$ cat config.mk
export PLATFORM = sky130hd
export DESIGN_NAME = multi_debounce_edge
export DESIGN_NICKNAME = d
export VERILOG_FILES = /design/src/rtl/debounce_pkg.sv /design/src/rtl/debounce_channel.sv /design/src/rtl/multi_debounce_edge.sv
export SDC_FILE = /design/constraint.sdc
export NUM_CORES = 1
export LEC_CHECK = 0
export CAP_MARGIN = 20
export CORE_ASPECT_RATIO = 0.5
export CORE_MARGIN = 3
export CORE_UTILIZATION = 38
export CTS_CLUSTER_SIZE = 30
export DETAILED_ROUTE_END_ITERATION = 10
export PLACE_DENSITY = 0.51
export REMOVE_ABC_BUFFERS = 1
export SYNTH_ARGS = -nofsm -noshare
export SYNTH_HDL_FRONTEND = slang
export SYNTH_HIERARCHICAL = 1
export SYNTH_SLANG_ARGS = --single-unit
$ cat constraint.sdc
create_clock -name clk -period 1.97 [get_ports clk]
set_input_delay 0.4925 -clock clk [delete_from_list [all_inputs] [get_ports clk]]
set_output_delay 0.4925 -clock clk [all_outputs]
set_load 0.01 [all_outputs]
$ cat src/rtl/debounce_pkg.sv
// Shared defaults and elaboration-time helpers for the multi-channel debouncer.
package debounce_pkg;

    localparam int DEF_DEBOUNCE_CYCLES = 32'sd50000;
    localparam int DEF_SYNC_STAGES     = 32'sd2;
    localparam int DEF_REPEAT_DELAY    = 32'sd25000000;
    localparam int DEF_REPEAT_PERIOD   = 32'sd5000000;

    function automatic int clog2(input int value);
        int result;
        int remaining;
        result    = 32'sd0;
        remaining = value - 32'sd1;
        while (remaining > 32'sd0) begin
            result    = result + 32'sd1;
            remaining = remaining >>> 1;
        end
        return result;
    endfunction

    function automatic int max2(input int a, input int b);
        int result;
        if (a > b) begin
            result = a;
        end else begin
            result = b;
        end
        return result;
    endfunction

endpackage

$ cat src/rtl/debounce_channel.sv
// One debounced input: synchroniser, stability filter, edge strobes and an auto-repeat
// counter that is built only when DEBOUNCE_AUTOREPEAT_EN is defined.
module debounce_channel
    import debounce_pkg::*;
#(
    parameter int DEBOUNCE_CYCLES = DEF_DEBOUNCE_CYCLES,
    parameter int SYNC_STAGES     = DEF_SYNC_STAGES,
    parameter int ACTIVE_LOW      = 32'sd0,
    parameter int REPEAT_DELAY    = DEF_REPEAT_DELAY,
    parameter int REPEAT_PERIOD   = DEF_REPEAT_PERIOD
) (
    input  logic clk,
    input  logic rst,
    input  logic raw,
    output logic level,
    output logic rise_pulse,
    output logic fall_pulse,
    output logic repeat_pulse,
    output logic rise_next
);

    localparam int            CW       = clog2(DEBOUNCE_CYCLES) + 32'sd1;
    localparam logic [CW-1:0] CNT_LAST = CW'(DEBOUNCE_CYCLES - 32'sd1);
    localparam logic [CW-1:0] CNT_ZERO = {CW{1'b0}};
    localparam logic [CW-1:0] CNT_ONE  = CW'(32'sd1);
    localparam logic          POL      = (ACTIVE_LOW != 32'sd0) ? 1'b1 : 1'b0;

    if ((DEBOUNCE_CYCLES < 32'sd1) || (SYNC_STAGES < 32'sd2) ||
        (REPEAT_DELAY < 32'sd1) || (REPEAT_PERIOD < 32'sd1)) begin : g_bad_cfg
        $error("debounce_channel: illegal parameter combination");
    end

    logic [SYNC_STAGES-1:0] sync_r;
    logic                   stable_s;
    logic [CW-1:0]          cnt_r;
    logic                   level_r;
    logic                   prev_r;
    logic                   rise_r;
    logic                   fall_r;
    logic                   rise_next_s;
    logic                   fall_next_s;

    // Polarity-normalise the pin and shift it through the synchroniser chain.
    always_ff @(posedge clk) begin
        if (rst) begin
            sync_r <= {SYNC_STAGES{1'b0}};
        end else begin
            sync_r <= {sync_r[SYNC_STAGES-2:0], raw ^ POL};
        end
    end

    assign stable_s = sync_r[SYNC_STAGES-1];

    // Accept a new level only after DEBOUNCE_CYCLES consecutive differing samples.
    always_ff @(posedge clk) begin
        if (rst) begin
            cnt_r   <= CNT_ZERO;
            level_r <= 1'b0;
        end else if (stable_s != level_r) begin
            if (cnt_r == CNT_LAST) begin
                cnt_r   <= CNT_ZERO;
                level_r <= stable_s;
            end else begin
                cnt_r   <= cnt_r + CNT_ONE;
            end
        end else begin
            cnt_r <= CNT_ZERO;
        end
    end

    assign rise_next_s = level_r & ~prev_r;
    assign fall_next_s = ~level_r & prev_r;

    // Edge strobes are registered from the level and its one-cycle-old copy.
    always_ff @(posedge clk) begin
        if (rst) begin
            prev_r <= 1'b0;
            rise_r <= 1'b0;
            fall_r <= 1'b0;
        end else begin
            prev_r <= level_r;
            rise_r <= rise_next_s;
            fall_r <= fall_next_s;
        end
    end

    assign level      = level_r;
    assign rise_pulse = rise_r;
    assign fall_pulse = fall_r;
    assign rise_next  = rise_next_s;

`ifdef DEBOUNCE_AUTOREPEAT_EN
    localparam int            RW          = clog2(max2(REPEAT_DELAY, REPEAT_PERIOD)) + 32'sd1;
    localparam logic [RW-1:0] DELAY_LAST  = RW'(REPEAT_DELAY - 32'sd1);
    localparam logic [RW-1:0] PERIOD_LAST = RW'(REPEAT_PERIOD - 32'sd1);
    localparam logic [RW-1:0] RCNT_ZERO   = {RW{1'b0}};
    localparam logic [RW-1:0] RCNT_ONE    = RW'(32'sd1);

    logic [RW-1:0] rcnt_r;
    logic [RW-1:0] rlast_s;
    logic          first_r;
    logic          rep_r;

    // The first interval after a press uses the long delay, later ones the period.
    always_comb begin
        if (first_r) begin
            rlast_s = DELAY_LAST;
        end else begin
            rlast_s = PERIOD_LAST;
        end
    end

    // Counting restarts on the rise-strobe edge, so rise and repeat never share a cycle.
    always_ff @(posedge clk) begin
        if (rst || !level_r) begin
            rcnt_r  <= RCNT_ZERO;
            first_r <= 1'b1;
            rep_r   <= 1'b0;
        end else if (!prev_r) begin
            rcnt_r  <= RCNT_ZERO;
            first_r <= 1'b1;
            rep_r   <= 1'b0;
        end else if (rcnt_r == rlast_s) begin
            rcnt_r  <= RCNT_ZERO;
            first_r <= 1'b0;
            rep_r   <= 1'b1;
        end else begin
            rcnt_r  <= rcnt_r + RCNT_ONE;
            rep_r   <= 1'b0;
        end
    end

    assign repeat_pulse = rep_r;
`else
    assign repeat_pulse = 1'b0;
`endif

endmodule

$ cat src/rtl/multi_debounce_edge.sv
// N-channel debouncer with level, rise/fall/repeat strobes and a registered any-press strobe.
// Define DEBOUNCE_AUTOREPEAT_EN to build the per-channel auto-repeat counters.
module multi_debounce_edge
    import debounce_pkg::*;
#(
    parameter int CHANNELS        = 32'sd4,
    parameter int DEBOUNCE_CYCLES = DEF_DEBOUNCE_CYCLES,
    parameter int SYNC_STAGES     = DEF_SYNC_STAGES,
    parameter int ACTIVE_LOW      = 32'sd0,
    parameter int REPEAT_DELAY    = DEF_REPEAT_DELAY,
    parameter int REPEAT_PERIOD   = DEF_REPEAT_PERIOD
) (
    input  logic                clk,
    input  logic                rst,
    input  logic [CHANNELS-1:0] btn_raw,
    output logic [CHANNELS-1:0] btn_level,
    output logic [CHANNELS-1:0] rise_pulse,
    output logic [CHANNELS-1:0] fall_pulse,
    output logic [CHANNELS-1:0] repeat_pulse,
    output logic                any_rise
);

    logic [CHANNELS-1:0] rise_next_s;

    for (genvar i = 0; i < CHANNELS; i++) begin : g_chan
        debounce_channel #(
            .DEBOUNCE_CYCLES (DEBOUNCE_CYCLES),
            .SYNC_STAGES     (SYNC_STAGES),
            .ACTIVE_LOW      (ACTIVE_LOW),
            .REPEAT_DELAY    (REPEAT_DELAY),
            .REPEAT_PERIOD   (REPEAT_PERIOD)
        ) u_chan (
            .clk          (clk),
            .rst          (rst),
            .raw          (btn_raw[i]),
            .level        (btn_level[i]),
            .rise_pulse   (rise_pulse[i]),
            .fall_pulse   (fall_pulse[i]),
            .repeat_pulse (repeat_pulse[i]),
            .rise_next    (rise_next_s[i])
        );
    end

    // Built from the same term that loads rise_pulse, so both are high in the same cycle.
    always_ff @(posedge clk) begin
        if (rst) begin
            any_rise <= 1'b0;
        end else begin
            any_rise <= |rise_next_s;
        end
    end

endmodule

### Word-level counts from Yosys, hierarchy flattened

Cells that the tools add are included.

* logic and storage cells: 66
* output and inout bits: 17
* bits in latches: 0
* register bits after elaboration: 93
* bits in read-only memories: 0
* input port bits: 6
* memories: 0
* memory bits (writable): 0

* divide/modulo/power cells: 0
* shifts and indexed selects: 0
* add/sub/neg operators: 4
* mux-type cells: 0
* reductions and logical operators: 9
* order comparisons: 0
* multiply operators: 0
* bitwise logic cells: 20
* equality and inequality tests: 8

Operators by type and width (number)
* 17-bit by 1-bit adder with 17-bit output, second input constant: 4
* 17-bit by 16-bit equality test with 1-bit output, second input constant: 4
* 1-bit NOT: 12
* 3-bit OR reduction: 4
* 1-bit bitwise AND: 8
* 2-bit AND reduction: 4
* 1-bit inequality test: 4
* 4-bit OR reduction: 1

### Depth between registers and ports, before layout

Gate-level depths: netlist of run 1.

* depth after elaboration: 3
* mapped depth: 6
* gate-level depth less buffers: 5

### Modules after synthesis

The synthesis of run 1 kept the hierarchy.

By module, submodules not included
* debounce_channel: area each 959.7 µm², sequential area each 460.4 µm², cells each 105, instances 4
* multi_debounce_edge: area each 30.0 µm², sequential area each 20.0 µm², cells each 3, instances 1

### Worst setup path after synthesis of run 1

No wires, ideal clock.

* path kind: register -> register
* start point: reg g_chan[0].u_chan.cnt_r[13]
* end point: reg g_chan[0].u_chan.cnt_r[11]
* slack: 0.198 ns
* period minus slack after synthesis: 1.772 ns
* arrival time: 1.658 ns
* library setup time: 0.115 ns
* required time: 1.855 ns
* stages on the path, launching flop included: 6
* path buffers: 1
* path through: dfxtp_1 > or4_1 > or4_4 > o21ai_4 > buf_6 > nor2_1

* word-level cells in the longest chain between the ends: 2

RTL lines
* start, declared: line debounce_channel.sv:35 `logic [CW-1:0] cnt_r;`
* start signal, assigned: line debounce_channel.sv:64 `cnt_r <= cnt_r + CNT_ONE;`
* 17-bit by 16-bit equality test with 1-bit output: line debounce_channel.sv:60 `if (cnt_r == CNT_LAST) begin`
* 3-bit OR reduction (no line)

No other way between the ends.
A chain may end at the register's enable or synchronous reset.

### Worst setup path in the final report of run 1

* start point: reg g_chan[2].u_chan.cnt_r[13]
* end point: reg g_chan[2].u_chan.cnt_r[15]

* word-level cells in the longest chain between the ends: 2
* elaborated cells between the ends (all ways): 3
* those cells by class: 1 x add/sub; 1 x eq/ne; 1 x reduce/logical

RTL lines (line)
* start, declared: debounce_channel.sv:35
* start signal, assigned: debounce_channel.sv:64
* parallel branches: the longest is 2 deep, another holds 17-bit by 1-bit adder with 17-bit output

Parallel ways; which one is timed is not known.

==> summary.md, run 1 <==
| Metric | Value |
|---|---|
| Max clock buf depth | `2` |
| CP required | `2.20 ns` |
| Sequential area share after synthesis | `48.12%` |
| Multi-input gate area | `about 1900 sq um` |
| # hold bufs at CTS | `0` |
| Largest net degree at the start of global routing | `22` |
| Gpl congestion | `0.7600` |
| Leakage | `1.383 nW` |
| Area post-placement | `about 4300 sq um` |
| Post-CTS Setup Bufs | `0` |
| Period utilization | `92.50%` |
| Number of global-route vias before repair | `2,576` |
| Layout Area Growth over Synthesis | `17.79%` |
| Initial antenna violation count | `0` |
| CP startpoint kind | `flop` |
| Clock Sinks | `slightly above 90` |
| Fin. Hold Viols | `0` |
| TritonRoute pass-1 iters | `4` |
| Number of distinct library cells after synthesis | `23` |
| Avg WL per Cell | `11.75 microns` |
| Area leader, netlist | `dfxtp_1` |
| Detailed placer's ending HPWL | `roughly 5 mm` |
| DR iter-0 viols | `130` |
| Post-Syn Instances | `423` |
| Final cell count without fillers | `596` |
| Core Box Area | `between 9000 and 10,000 sq um` |
| Pwr Density | `803.1 nW/um^2` |
| Setup slack, reg-to-reg | `0.15 ns` |
| Fin area | `about 4600 sq um` |
| WP data arrival | `2.05 ns` |
| Placed insts | `~580` |
| Clk_lat worst skew | `0.34 ns` |
| DRT Wirelength | `7.004 mm` |
| Worst setup path class | `flop to flop` |
| Max Fclk | `about 0.55 GHz` |
| # diodes | `0` |
| Via count | `2,816` |
| Port buffer count | `18` |
| Synth top area share | `48.12%` |
| Initial core utilization | `approximately two fifths` |
| Die width | `148.7 microns` |
| CTS tree | `built` |
| Clock slew at reported path FFs | `0.06 ns` |
| Setup TNS | `0 ns` |
| Flops & latches, synth | `93` |
| CTS buffer count | `9` |
| Final nets | `467` |
| YS warnings | `6` |
| RSZ-0062 raised after global routing | `false` |
| Hold Path Class | `flop to flop` |
| Minimum clock period | `between 1.5 and 2 ns` |
| Top post-synthesis cells by area | `dfxtp_1 (48%), xnor2_1 (14%), nor2_1 (9.0%)` |
| Most frequent cells in the layout | `nor2_1 (93), dfxtp_1 (93), xnor2_1 (60)` |
| Layout cells sized above 1 | `a little under a tenth` |
| Setup Skew | `a little under 0.005 ns` |
| CP Capture Type | `flop` |
| Max-cap violation count | `0` |
| Via density | `about 4.7` |
| Routed Antenna Nets | `0` |
| # IOs | `23` |
| H-tree depth | `3` |
| GRT Util Overall | `12.75%` |
| Die extent in y | `77.35 microns` |
| Mean Syn Cell Area | `9.146 sq um` |
| Max FO, Critical Path | `16` |
| Slew Viols, Final | `0` |
| Die ar. | `11,500 sq um` |
| Max VDD drop | `370.3 uV` |
| Fill cell count | `917` |
| Mapped Area | `3869 sq um` |
| Register area | `1862 sq um` |
| Final Setup Violations | `0` |
| # rows | `25` |
| Drt drc | `0` |
| Outcome | `complete, no violations` |
| Post-cts resize count | `0` |
| Root buffer cell | `clkbuf_16` |
| Total gr overflow | `0` |
| Global-route wire length before repair | `around 12 mm` |
[metrics by stage]
stage	util, %	hold slack (ns)	worst slack [ns]	total power [W]
after detailed placement	44.13	0.4278	0.1501	0.002002
after floorplan	-	0.4074	0.2099	0.001964
after global routing	47.15	0.4508	0.07175	0.003809
after CTS	47.15	0.4359	0.1323	0.003727
final	47.15	0.4291	0.1478	0.003660
after global placement	44.13	0.4192	0.1701	0.002001
[synth_stat cells]
master    instances
nand2_1          16
or4_2             4
nor3_1           20
nor2_1           93
nor3b_1           4
buf_4             4
or4_4             4
o21ai_4           4
xor2_1            4
ha_1              4
or4_1             4
mux2i_1           4
nand3_1          16
nor2b_1          12
buf_6             4
nand2b_1         12
nor4_1           17
nand4_1          16
conb_1            4
inv_1            20
nand3_2           4
dfxtp_1          93
xnor2_1          60
[cells by family after synthesis]
kind of cell	synth area share, %
simple gates	29.11
other cells	0.3880
buf+inv	3.881
fa+ha+maj	1.294
mux	1.035
xor+xnor	14.49
flops	48.12
compound gates	1.682
[worst paths after layout]
check                                        startpoint                                     end  cells past startpoint
setup / recovery  g_chan[2].u_chan/cnt_r[13]$_SDFF_PP0_   g_chan[2].u_chan/cnt_r[15]$_SDFF_PP0_                      5
setup reg to reg  g_chan[2].u_chan/cnt_r[13]$_SDFF_PP0_   g_chan[2].u_chan/cnt_r[15]$_SDFF_PP0_                      5
hold / removal       g_chan[2].u_chan/prev_r$_SDFF_PP0_  g_chan[2].u_chan/rise_pulse$_SDFF_PP0_                      1
hold reg to reg      g_chan[2].u_chan/prev_r$_SDFF_PP0_  g_chan[2].u_chan/rise_pulse$_SDFF_PP0_                      1
[state kept, by name, indices dropped and copies added, names as in the netlist]
name                      flops
g_chan.u_chan/cnt_r          68
g_chan.u_chan/sync_r          8
g_chan.u_chan/fall_pulse      4
g_chan.u_chan/level           4
g_chan.u_chan/prev_r          4
g_chan.u_chan/rise_pulse      4
any_rise                      1
[where the power goes]
part           total [W]  internal, W  leakage [nW]  switching (W)
clock network    0.00170      0.00101         0.145       0.000691
registers        0.00190      0.00189         0.751     0.00000537
logic          0.0000637    0.0000321         0.486      0.0000316
total            0.00366      0.00293          1.38       0.000728
[layout make-up]
class                   instances  area share, %
clock buffers                  11          5.327
clock inverters                 4          1.071
inverters                      20          1.647
multi-input cells             302          40.75
flip-flops and latches         93          40.86
well taps                     135          3.707
repair buffers                 31          6.645
[per-layer routing]
| metal | part of all wire, % | track usage, % |
|---|---|---|
| met5 | 0 | 0 |
| met4 | 1.4 | 4.147 |
| met3 | 4.1 | 4.726 |
| met2 | 45 | 19.69 |
| met1 | 50 | 16.57 |
[worst max-delay path, cell delays in order (launching register included)]
cell and delay (ns):
dfxtp_1 0.36, or4_1 0.54, or4_4 0.45, o21ai_4 0.16, buf_12 0.16, nor2_1 0.05
Note: power is estimated with default switching activity, not from simulation.
==> run 2: changes to the inputs <==
PLACE_DENSITY = 0.53   (was 0.51)
clock period = 1.6 ns   (was 1.97 ns; I/O delays follow)
==> summary.md, run 2 (same netlist as run 1, synthesis figures left out) <==
| Metric | Value |
|---|---|
| Outcome | `complete, but fails checks (was complete, no violations)` |
| Failing checks | `setup timing` |
| DR iter-0 viols | `69 (was 130)` |
| Clk_lat worst skew | `0.34 ns (about the same)` |
| Reg with most FFs | `g_chan.u_chan/cnt_r (unchanged)` |
| Slew Viols, Final | `0 (unchanged)` |
| Initial antenna violation count | `0 (unchanged)` |
| Avg WL per Cell | `11.45 microns (was 11.75 microns)` |
| CTS tree | `built (unchanged)` |
| Max-cap violation count | `0 (unchanged)` |
| GRT Util Overall | `14.12% (was 12.75%)` |
| Die extent in y | `77.35 microns (unchanged)` |
| Initial core utilization | `40.03% (unchanged)` |
| Period utilization | `112.0% (was 92.50%)` |
| Hold Path Class | `flop to flop (unchanged)` |
| # IOs | `23 (unchanged)` |
| Biggest regs | `g_chan.u_chan/cnt_r: 68 flops, g_chan.u_chan/sync_r: 8 flops (unchanged)` |
| Via density | `4.554 (was 4.725)` |
| CP startpoint kind | `flop (unchanged)` |
| RSZ-0062 raised after global routing | `true (was false)` |
| Most frequent cells in the layout | `dfxtp_1 (87), buf_4 (77), nor2_1 (71) (was nor2_1 (93), dfxtp_1 (93), xnor2_1 (60))` |
| Die ar. | `11,500 sq um (unchanged)` |
| H-tree depth | `3 (unchanged)` |
| Critical Path Start | `g_chan[1].u_chan/cnt_r[13]$_SDFF_PP0_ (was g_chan[2].u_chan/cnt_r[13]$_SDFF_PP0_)` |
| Worst Hold Launch | `g_chan[3].u_chan/prev_r$_SDFF_PP0_ (was g_chan[2].u_chan/prev_r$_SDFF_PP0_)` |
| Via count | `3,042 (was 2,816)` |
| TritonRoute pass-1 iters | `4 (unchanged)` |
| Gpl congestion | `0.7269 (was 0.7600)` |
| Total gr overflow | `0 (unchanged)` |
| Final nets | `538 (was 467)` |
| Max FO, Critical Path | `8 (was 16)` |
| Max Fclk | `0.5582 GHz (was 0.5488 GHz)` |
| Critical Path Max Stage Delay | `0.51 ns (was 0.54 ns)` |
| CP Capture Type | `flop (unchanged)` |
| Final setup margin | `-0.1916 ns (was 0.1478 ns)` |
| Layout Area Growth over Synthesis | `35.61% (was 17.79%)` |
| Leakage | `1.892 nW (was 1.383 nW)` |
| Fin. Hold Viols | `0 (unchanged)` |
| Largest net degree at the start of global routing | `16 (was 22)` |
| Worst-path cell chain | `or4_1, or4_4, o21ai_4, buf_8, nor2_1 (was or4_1, or4_4, o21ai_4, buf_12, nor2_1)` |
| Port buffer count | `18 (unchanged)` |
| Die width | `148.7 microns (unchanged)` |
| R2r startpoint | `g_chan[1].u_chan/cnt_r[13]$_SDFF_PP0_ (was g_chan[2].u_chan/cnt_r[13]$_SDFF_PP0_)` |
| DRT Wirelength | `7.650 mm (was 7.004 mm)` |
| WP data arrival | `2.02 ns (was 2.05 ns)` |
| Setup WS pre-CTS | `-0.1542 ns (was 0.1501 ns)` |
| Hold WS | `0.4382 ns (was 0.4291 ns)` |
| Layout cells sized above 1 | `27.20% (was 9.328%)` |
| # diodes | `0 (unchanged)` |
| Number of global-route vias before repair | `2,855 (was 2,576)` |
| Max VDD drop | `709.8 uV (was 370.3 uV)` |
| Detailed placer's ending HPWL | `5.351 mm (was 4.965 mm)` |
| CP required | `1.83 ns (was 2.20 ns)` |
| Pwr Density | `892.1 nW/um^2 (was 803.1 nW/um^2)` |
| Max clock buf depth | `2 (unchanged)` |
| Max FFs per register | `68 (unchanged)` |
| Final Setup Violations | `68 (was 0)` |
| Most common cell after layout, fill and taps aside | `dfxtp_1` |
| CTS buffer count | `9 (unchanged)` |
| # rows | `25 (unchanged)` |
| Global-route wire length before repair | `13.17 mm (was 11.85 mm)` |
| Minimum clock period | `1.792 ns (was 1.822 ns)` |
| Slowest CP cell | `or4_1 (unchanged)` |
| Worst setup path class | `flop to flop (unchanged)` |
| Root buffer cell | `clkbuf_16 (unchanged)` |
| Core Box Area | `9666 sq um (unchanged)` |
| Routed Antenna Nets | `0 (unchanged)` |
| Setup Skew | `0.007564 ns (was 0.004900 ns)` |
| Clock Sinks | `93 (unchanged)` |
| Cell family with the largest share of critical-path delay | `simple AND/OR/NAND/NOR gates (unchanged)` |
| Clock slew at reported path FFs | `0.07 ns (was 0.06 ns)` |
| Post-CTS Setup Bufs | `0 (unchanged)` |
| Drt drc | `0 (unchanged)` |
| CP bufs+invs | `1 (unchanged)` |
[run 2: changes by cell type in the layout (fill, tap and decap cells not counted), moves of 2 or more]
cell / before / now
buf_4: 11 / 77
dlymetal6s2s_1: 0 / 5
nor2_2: 0 / 15
nor2_4: 0 / 7
buf_6: 0 / 4
nor2_1: 93 / 71
or4_4: 4 / 6
dfxtp_2: 0 / 6
or4_1: 4 / 2
dlygate4sd2_1: 0 / 6
clkdlybuf4s50_1: 18 / 7
dfxtp_1: 93 / 87
[run 2: path summary, 6_finish.rpt]
| check | slack, ns | depth (start not counted) | endpoint |
|---|---|---|---|
| hold reg to reg | 0.44 | 1 | g_chan[3].u_chan/rise_pulse$_SDFF_PP0_ |
| setup reg to reg | -0.19 | 5 | g_chan[1].u_chan/cnt_r[12]$_SDFF_PP0_ |
| hold / removal | 0.44 | 1 | g_chan[3].u_chan/rise_pulse$_SDFF_PP0_ |
| setup / recovery | -0.19 | 5 | g_chan[1].u_chan/cnt_r[12]$_SDFF_PP0_ |
[run 2: metal layers]
layer	vias to the layer above	global-route usage (%)	routed length, microns
met2	17	23.00	3503
met3	8	4.609	203
li1	1613	-	-
met5	-	0	0
met1	1404	18.19	3851
met4	0	3.594	91
[run 2: power by group]
part	internal (W)	total [W]	switching, W
sequential	0.00233	0.00233	0.00000552
clock	0.00137	0.00225	0.000883
combinational	0.0000490	0.0000964	0.0000474
total	0.00374	0.00468	0.000936
[run 2: per-stage QoR]
step | power, W | utilization (%) | cell area (sq um) | TNS, ns | std cells
after floorplan | 0.002419 | - | 3794 | -10.21 | 415
after global placement | 0.002474 | 49.64 | 4798 | -7.632 | 652
after detailed placement | 0.002474 | 49.64 | 4798 | -8.964 | 652
after CTS | 0.004745 | 53.20 | 5142 | -10.27 | 668
after global routing | 0.004866 | 54.28 | 5246 | -15.31 | 668
final | 0.004680 | 54.28 | 5246 | -11.10 | 668
[run 2: worst register-to-register path: stages (launching register included)]
cell and delay (ns):
dfxtp_2 0.31, or4_1 0.51, or4_4 0.46, o21ai_4 0.18, buf_8 0.18, nor2_1 0.05
[run 2: cell type report]
class                      count  area [sq um]
tap                          135         168.9
clock buffer                  10         229.0
multi-input combinational    302          1954
clock inverter                 6         86.33
fill                         897          4419
sequential                    93          1869
timing repair buffer         102         863.3
inverter                      20         75.07
[run 2: timing repair]
| item | 4_1_cts | 5_1_grt |
|---|---|---|
| pin swaps | 20 | 11 |
| endpoints found under the setup margin | 74 | 73 |
| hold buffers | 0 | 0 |
| gates resized for setup | 20 | 34 |
